File: config.mk
export PLATFORM = sky130hd
export DESIGN_NAME = mul8_dot_acc
export DESIGN_NICKNAME = d
export VERILOG_FILES = /design/src/rtl/mul8_dot_acc.sv
export SDC_FILE = /design/constraint.sdc
export NUM_CORES = 1
export LEC_CHECK = 0
export CORE_MARGIN = 8
export CORE_UTILIZATION = 33
export DETAILED_ROUTE_END_ITERATION = 16
export PLACE_DENSITY = 0.7
export SETUP_SLACK_MARGIN = 0.2
export SLEW_MARGIN = 20
export SYNTH_ARGS = -nofsm -noshare
export SYNTH_HDL_FRONTEND = slang
export SYNTH_SLANG_ARGS = --single-unit
export TNS_END_PERCENT = 50
File: constraint.sdc
create_clock -name CLK -period 2.1 [get_ports CLK]
set_input_delay 0.42 -clock CLK [delete_from_list [all_inputs] [get_ports CLK]]
set_output_delay 0.42 -clock CLK [all_outputs]
set_load 0.02 [all_outputs]
File: src/rtl/mul8_dot_acc.sv
`timescale 1ns/1ps
// mul8_dot_acc: streaming dot-product accumulator for an external 8x8 multiplier.
// Operand pairs accepted on IN_* are registered onto MUL_A/MUL_B. The product
// returned on MUL_O is summed with unsigned saturation over a LAST-terminated
// vector. The sum and count are then offered on the OUT_* handshake.
//
// Ports:
//   CLK, RST_N                      clock (rising edge), async active-low reset
//   IN_VALID/IN_READY               operand pair handshake (IN_READY from state only)
//   IN_A, IN_B, IN_LAST             unsigned operands and end-of-vector marker
//   MUL_A, MUL_B                    registered operands to the multiplier
//   MUL_O                           combinational product from the multiplier
//   OUT_VALID/OUT_READY             result handshake
//   OUT_SUM, OUT_CNT, OUT_OVF       saturated sum, product count, sticky saturation flag
//   OUT_ERR                         accumulated |exact - MUL_O| (0 unless error monitor built)
//
// Optional feature: define MUL8_DOT_ACC_ERR_MON_EN to build the exact-product error monitor.
module mul8_dot_acc #(
  parameter int unsigned ACC_W = 24,
  parameter int unsigned CNT_W = 8
) (
  input  logic             CLK,
  input  logic             RST_N,
  input  logic             IN_VALID,
  output logic             IN_READY,
  input  logic [7:0]       IN_A,
  input  logic [7:0]       IN_B,
  input  logic             IN_LAST,
  output logic [7:0]       MUL_A,
  output logic [7:0]       MUL_B,
  input  logic [15:0]      MUL_O,
  output logic             OUT_VALID,
  input  logic             OUT_READY,
  output logic [ACC_W-1:0] OUT_SUM,
  output logic [CNT_W-1:0] OUT_CNT,
  output logic             OUT_OVF,
  output logic [ACC_W-1:0] OUT_ERR
);

  localparam int unsigned SUM_W = ACC_W + 1;

  typedef enum logic [1:0] {
    ST_ACC   = 2'd0,
    ST_FLUSH = 2'd1,
    ST_HOLD  = 2'd2
  } state_e;

  state_e           state_q;
  logic             s1v_q;
  logic [7:0]       mul_a_q;
  logic [7:0]       mul_b_q;
  logic [ACC_W-1:0] acc_q;
  logic [ACC_W-1:0] acc_d;
  logic [CNT_W-1:0] cnt_q;
  logic [CNT_W-1:0] cnt_d;
  logic             ovf_q;
  logic             out_valid_q;
  logic             acc_sat;
  logic [SUM_W-1:0] acc_sum;
  logic             accept;
  logic             clr;

  assign IN_READY = (state_q == ST_ACC);
  assign accept   = IN_VALID && (state_q == ST_ACC);
  // Result handshake; also clears the accumulators for the next vector.
  assign clr      = (state_q == ST_HOLD) && OUT_READY;

  // Next accumulator and counter values, both saturating.
  always_comb begin
    acc_sum = {1'b0, acc_q} + SUM_W'(MUL_O);
    acc_sat = acc_sum[ACC_W];
    acc_d   = acc_sat ? {ACC_W{1'b1}} : acc_sum[ACC_W-1:0];
    cnt_d   = (cnt_q == {CNT_W{1'b1}}) ? cnt_q : cnt_q + CNT_W'(1);
  end

  // Control FSM, operand stage and accumulate stage.
  always_ff @(posedge CLK or negedge RST_N) begin
    if (!RST_N) begin
      state_q     <= ST_ACC;
      s1v_q       <= 1'b0;
      mul_a_q     <= 8'd0;
      mul_b_q     <= 8'd0;
      acc_q       <= '0;
      cnt_q       <= '0;
      ovf_q       <= 1'b0;
      out_valid_q <= 1'b0;
    end else begin
      s1v_q <= accept;
      if (accept) begin
        mul_a_q <= IN_A;
        mul_b_q <= IN_B;
      end

      case (state_q)
        ST_ACC: begin
          if (accept && IN_LAST) state_q <= ST_FLUSH;
        end
        ST_FLUSH: begin
          // This edge performs the final accumulation.
          state_q     <= ST_HOLD;
          out_valid_q <= 1'b1;
        end
        ST_HOLD: begin
          if (OUT_READY) begin
            state_q     <= ST_ACC;
            out_valid_q <= 1'b0;
          end
        end
        default: begin
          state_q     <= ST_ACC;
          out_valid_q <= 1'b0;
        end
      endcase

      // S1V is never set in HOLD, so clear and accumulate cannot collide.
      if (clr) begin
        acc_q <= '0;
        cnt_q <= '0;
        ovf_q <= 1'b0;
      end else if (s1v_q) begin
        acc_q <= acc_d;
        cnt_q <= cnt_d;
        if (acc_sat) ovf_q <= 1'b1;
      end
    end
  end

  assign MUL_A     = mul_a_q;
  assign MUL_B     = mul_b_q;
  assign OUT_VALID = out_valid_q;
  assign OUT_SUM   = acc_q;
  assign OUT_CNT   = cnt_q;
  assign OUT_OVF   = ovf_q;

`ifdef MUL8_DOT_ACC_ERR_MON_EN
  logic [15:0]      exact_c;
  logic [15:0]      diff_c;
  logic [SUM_W-1:0] err_sum;
  logic [ACC_W-1:0] err_q;
  logic [ACC_W-1:0] err_d;

  // Absolute deviation of the returned product from the exact product.
  always_comb begin
    exact_c = 16'(mul_a_q) * 16'(mul_b_q);
    diff_c  = (exact_c >= MUL_O) ? (exact_c - MUL_O) : (MUL_O - exact_c);
    err_sum = {1'b0, err_q} + SUM_W'(diff_c);
    err_d   = err_sum[ACC_W] ? {ACC_W{1'b1}} : err_sum[ACC_W-1:0];
  end

  // Error accumulator, cleared together with the sum.
  always_ff @(posedge CLK or negedge RST_N) begin
    if (!RST_N) begin
      err_q <= '0;
    end else if (clr) begin
      err_q <= '0;
    end else if (s1v_q) begin
      err_q <= err_d;
    end
  end

  assign OUT_ERR = err_q;
`else
  assign OUT_ERR = '0;
`endif

endmodule

* Word level (Yosys, flattened, before mapping)
Cells that the tools add are included.
Storage, ports and cells: output and inout bits 75, bits in registers 53, word-level logic and storage cells 41, input port bits 37
Cells by class: add/subtract/negate cells 2, reductions and logical operators 10, multiplexer cells 14, eq/ne operators 6, bitwise logic cells 1
Operators with widths (number):
- $mux W24 | 3
- $add A24 B16 Y25 | 1
- $mux W8 | 3
- $add A8 B1 Y8 const B | 1
- $eq A8 B8 Y1 const B | 1
- $reduce_and A2 Y1 | 4
- $pmux W2 S3 | 1
- $mux W1 | 4
- $mux W2 | 2
- $ne A2 B2 Y1 const B | 2
- $reduce_bool A2 Y1 | 2
- $logic_and A1 B1 Y1 | 3
- $pmux W1 S3 | 1
- $eq A2 B1 Y1 const B | 1
- $eq A2 B2 Y1 const B | 1
- $logic_not A2 Y1 | 1
- $ne A2 B1 Y1 const B | 1
- $not A1 Y1 | 1

* Logic depth before layout (Yosys ltp)
word-level depth 5, mapped depth 8, mapped depth without buffers 8

* Least setup slack after synthesis
Ideal clock, no wire load.
path type reg-to-reg, start point register acc_q[0], in the netlist OUT_SUM[0], end point register acc_q[0], in the netlist OUT_SUM[0], path buffers 1, stages on the path, launching flop included 9, arrival 2126 ps, period minus slack after synthesis 2264 ps, data required time 1962 ps, slack -164 ps, library setup time 138 ps, path through dfrtp_1 ha_1 fa_1 a211oi_1 o21ai_1 nand4_1 a21o_1 buf_2 a21oi_1
Between the ends: word-level cells in the longest chain between the ends 4
Ends and longest elaborated chain:
- start: declaration | line 52 | logic [ACC_W-1:0] acc_q;
- start signal: assignment | line 83 | acc_q <= '0;
- start signal: assignment | line 117 | acc_q <= '0;
- start signal: assignment | line 121 | acc_q <= acc_d;
- $add A24 B16 Y25 | line 70 | acc_sum = {1'b0, acc_q} + SUM_W'(MUL_O);
- $mux W24 | line 72 | acc_d = acc_sat ? {ACC_W{1'b1}} : acc_sum[ACC_W-1:0];
- $mux W24 | line 120 | end else if (s1v_q) begin
- $mux W24 | line 116 | if (clr) begin
Every way passes these cells. The select of a mux whose other input is x is not followed. A chain may end at the register's enable or synchronous reset.

* Worst setup path in the final report
start point register acc_q[0], in the netlist OUT_SUM[0], end point register acc_q[13], in the netlist OUT_SUM[13]
Same word-level chain as after synthesis.

==> metrics.md <==
| Metric | Value |
|---|---|
| Status | finished, violations left |
| Failing checks | setup timing |
| Register bit total from synthesis | 53 |
| Final worst setup slack | -0.0459 ns |
| Worst IR Drop VDD | 584 uV |
| Most used DFF post-synth | dfrtp_1 |
| Post-Synth Adder-Cell Area | 6.97% |
| DR vias | 2970 |
| Post-synth cell types | 54 |
| Wire per inst | 15.9 um |
| Most frequent cell after synthesis | dfrtp_1 |
| Row count | 36 |
| Slew margin rel. | 61.7% |
| Vias in the first global route | 3126 |
| Clock transition at path regs | 0.11 ns |
| Die width | 117 um |
| PD cells | 1290 nW/um^2 |
| Clock buffer depth | 2 |
| Synth area leader | dfrtp_1 |
| Cts bufs inserted | 5 |
| Synth Area in Simple Gates | 13.2% |
| Initial Util | 34.0% |
| Combinational family with the most area after synthesis | compound AO/OA/AOI/OAI gates |
| Setup Viol. Count Final | 17 |
| Setup TNS | -0.249 ns |
| Register area share after synthesis | 39.7% |
| Fin crit period | 2.15 ns |
| Post-synth EDFFs | 0 |
| Top cells by count, synth | 53 x dfrtp_1, 30 x a21oi_1, 25 x buf_4 |
| Root Buffer | clkbuf_8 |
| Static Leak | 2.29 nW |
| Antenna diode count | 0 |
| Via/cell ratio | 4.99 |
| Pin count of the biggest net entering global routing | 34 |
| Num Clock Sinks | 53 |
| Worst Setup End Kind | register |
| Initial antenna violation count | 0 |
| Later-pin clock latency in the skew report | 0.32 ns |
| Syn Area/Cell | 10.3 um^2 |
| Slew @ Worst Pin | 0.575 ns |
| Final Util | 52.7% |
| Clock skew | 0.0113 ns |
| CTS tree | yes |
| Remaining DRCs | 0 |
| Routed Antenna Nets | 0 |
| Cells taking the most area after synthesis | dfrtp_1 40%, ha_1 6.4%, mux2_2 5.7%, buf_4 5.6%, a21oi_1 4.5% |
| Placed inst area | 4830 um^2 |
| First-pass GRT wire length | 14.9 mm |
| Fin nets | 516 |
| Final Hold Fails | 0 |
| Mux contribution to synthesized area | 8.43% |
| Mapped Area | 3340 um^2 |
| Share of cells above drive strength 1 | 31.4% |
| Period utilisation layout | 102% |
| Final wirelength | 9.47 mm |
| H-tree depth reported by CTS | 2 |
| Synth Area in XOR/XNOR | 4.20% |
| Worst hold path class | in -> async |
| Core outline area | 9820 um^2 |
| Layout area overhead | 55.1% |
| Synth top area share | 39.7% |
| DRT iter0 DRCs | 156 |
| Port buffer count | 87 |
| # hold bufs at CTS | 0 |
| Synth Instances | 325 |
| CP Launch Type | register |
| Post-Place Setup Slack | -0.592 ns |
| CP required | 2.31 ns |
| Crit path DAT | 2.35 ns |
| Overall power | 6.68 mW |
| Die area | 13600 um^2 |
| Synth Area in Compound Gates | 19.9% |
| Maxcap violations | 0 |
| CP Max Fanout | 7 |
| Gpl congestion | 0.824 |
| DP HPWL | 7.36 mm |
| Max Transition Viols Final | 0 |
| GRT Overall Usage | 13.8% |
| FMAX | 466 MHz |
| RSZ-0062 raised after global routing | true |
| Synth Warn # | 0 |
| GRT overflow | 0 |
| Num ports | 112 |
| 1st-pass router iterations | 4 |
| Post-synth ARST share | 100% |
| Post-Layout Inst Area | 5180 um^2 |
| Worst Path Class, Setup | reg -> reg |
| Height of the chip | 117 um |
==> registers in the layout, summed over array words and instances, names as in the netlist <==
| name | count |
|---|---|
| MUL_A | 8 |
| MUL_B | 8 |
| OUT_CNT | 8 |
| OUT_OVF | 1 |
| OUT_SUM | 24 |
| OUT_VALID | 1 |
| s1v_q | 1 |
| state_q | 2 |
==> power breakdown <==
part	switching (mW)	internal (mW)	leakage, nW
logic	2.06	2.22	1.58
registers	0.317	1.33	0.652
clock network	0.389	0.366	0.0603
==> metal layers <==
layer | share of wire (%) | GRT usage, % | vias up
met3 | 11 | 5.89 | 11
met5 | 0 | 0 | -
li1 | - | - | 1418
met1 | 40 | 15.6 | 1446
met2 | 47 | 23.3 | 95
met4 | 1.5 | 4.10 | 0
==> per-stage QoR <==
| step | hold WS, ns | cells |
|---|---|---|
| floorplan | 0.124 | 348 |
| global placement | 0.432 | 582 |
| detailed placement | 0.442 | 582 |
| CTS | 0.0794 | 593 |
| global route | 0.104 | 595 |
| finish | 0.0782 | 595 |
==> worst max-delay path, stage by stage, from the launching register on <==
cell      delay (ns)
dfrtp_2         0.44
ha_4            0.16
fa_2            0.37
a211oi_4        0.26
o21ai_2         0.10
nand4_1         0.15
buf_4           0.13
a21o_4          0.15
and4_1          0.21
a21oi_2         0.06
==> repair_timing <==
action | in CTS | in global routing
endpoints found under the hold margin | 0 | 0
setup buffers | 3 | 2
gates resized for setup | 11 | 41
pin swaps | 10 | 21
setup endpoints to repair | 29 | 31
==> layout by cell type (no fill, tap or decap), types with 15 or more instances in the layout <==
master	count
a21oi_1	22
buf_4	53
clkdlybuf4s50_1	64
conb_1	24
dfrtp_1	48
dlymetal6s2s_1	16
ha_4	16
mux2_2	17
nand2_1	15
nor2_1	18
==> cell families (layout without fill, tap and decap cells) <==
kind of cell	Yosys count	count (layout)
xor+xnor	16	16
compound gates	94	94
mux	26	26
other cells	1	24
buf+inv	40	154
fa+ha+maj	18	18
simple gates	77	77
flops	53	53
==> path summary, 6_finish.rpt <==
path | cells past startpoint | slack [ns] | endpoint | startpoint
max | 9 | -0.05 | OUT_SUM[13] | OUT_SUM[0]
min | 1 | 0.08 | OUT_CNT[1] | RST_N
max reg2reg | 9 | -0.05 | OUT_SUM[13] | OUT_SUM[0]
min reg2reg | 1 | 0.50 | OUT_VALID | OUT_VALID
max in group asynchronous | 2 | 1.43 | OUT_SUM[12] | RST_N
min in group CLK | 1 | 0.50 | OUT_VALID | OUT_VALID
==> area by class of cell <==
| class | instances | area, um^2 |
|---|---|---|
| Fill cell | 894 | 4640 |
| Multi-Input combinational cell | 255 | 2220 |
| Sequential cell | 53 | 1330 |
| Timing Repair Buffer | 141 | 1320 |
| Tap cell | 133 | 166 |
| Clock buffer | 5 | 68.8 |
| Clock inverter | 3 | 50.0 |
| Inverter | 5 | 18.8 |
Note: power is estimated with default switching activity, not from simulation.
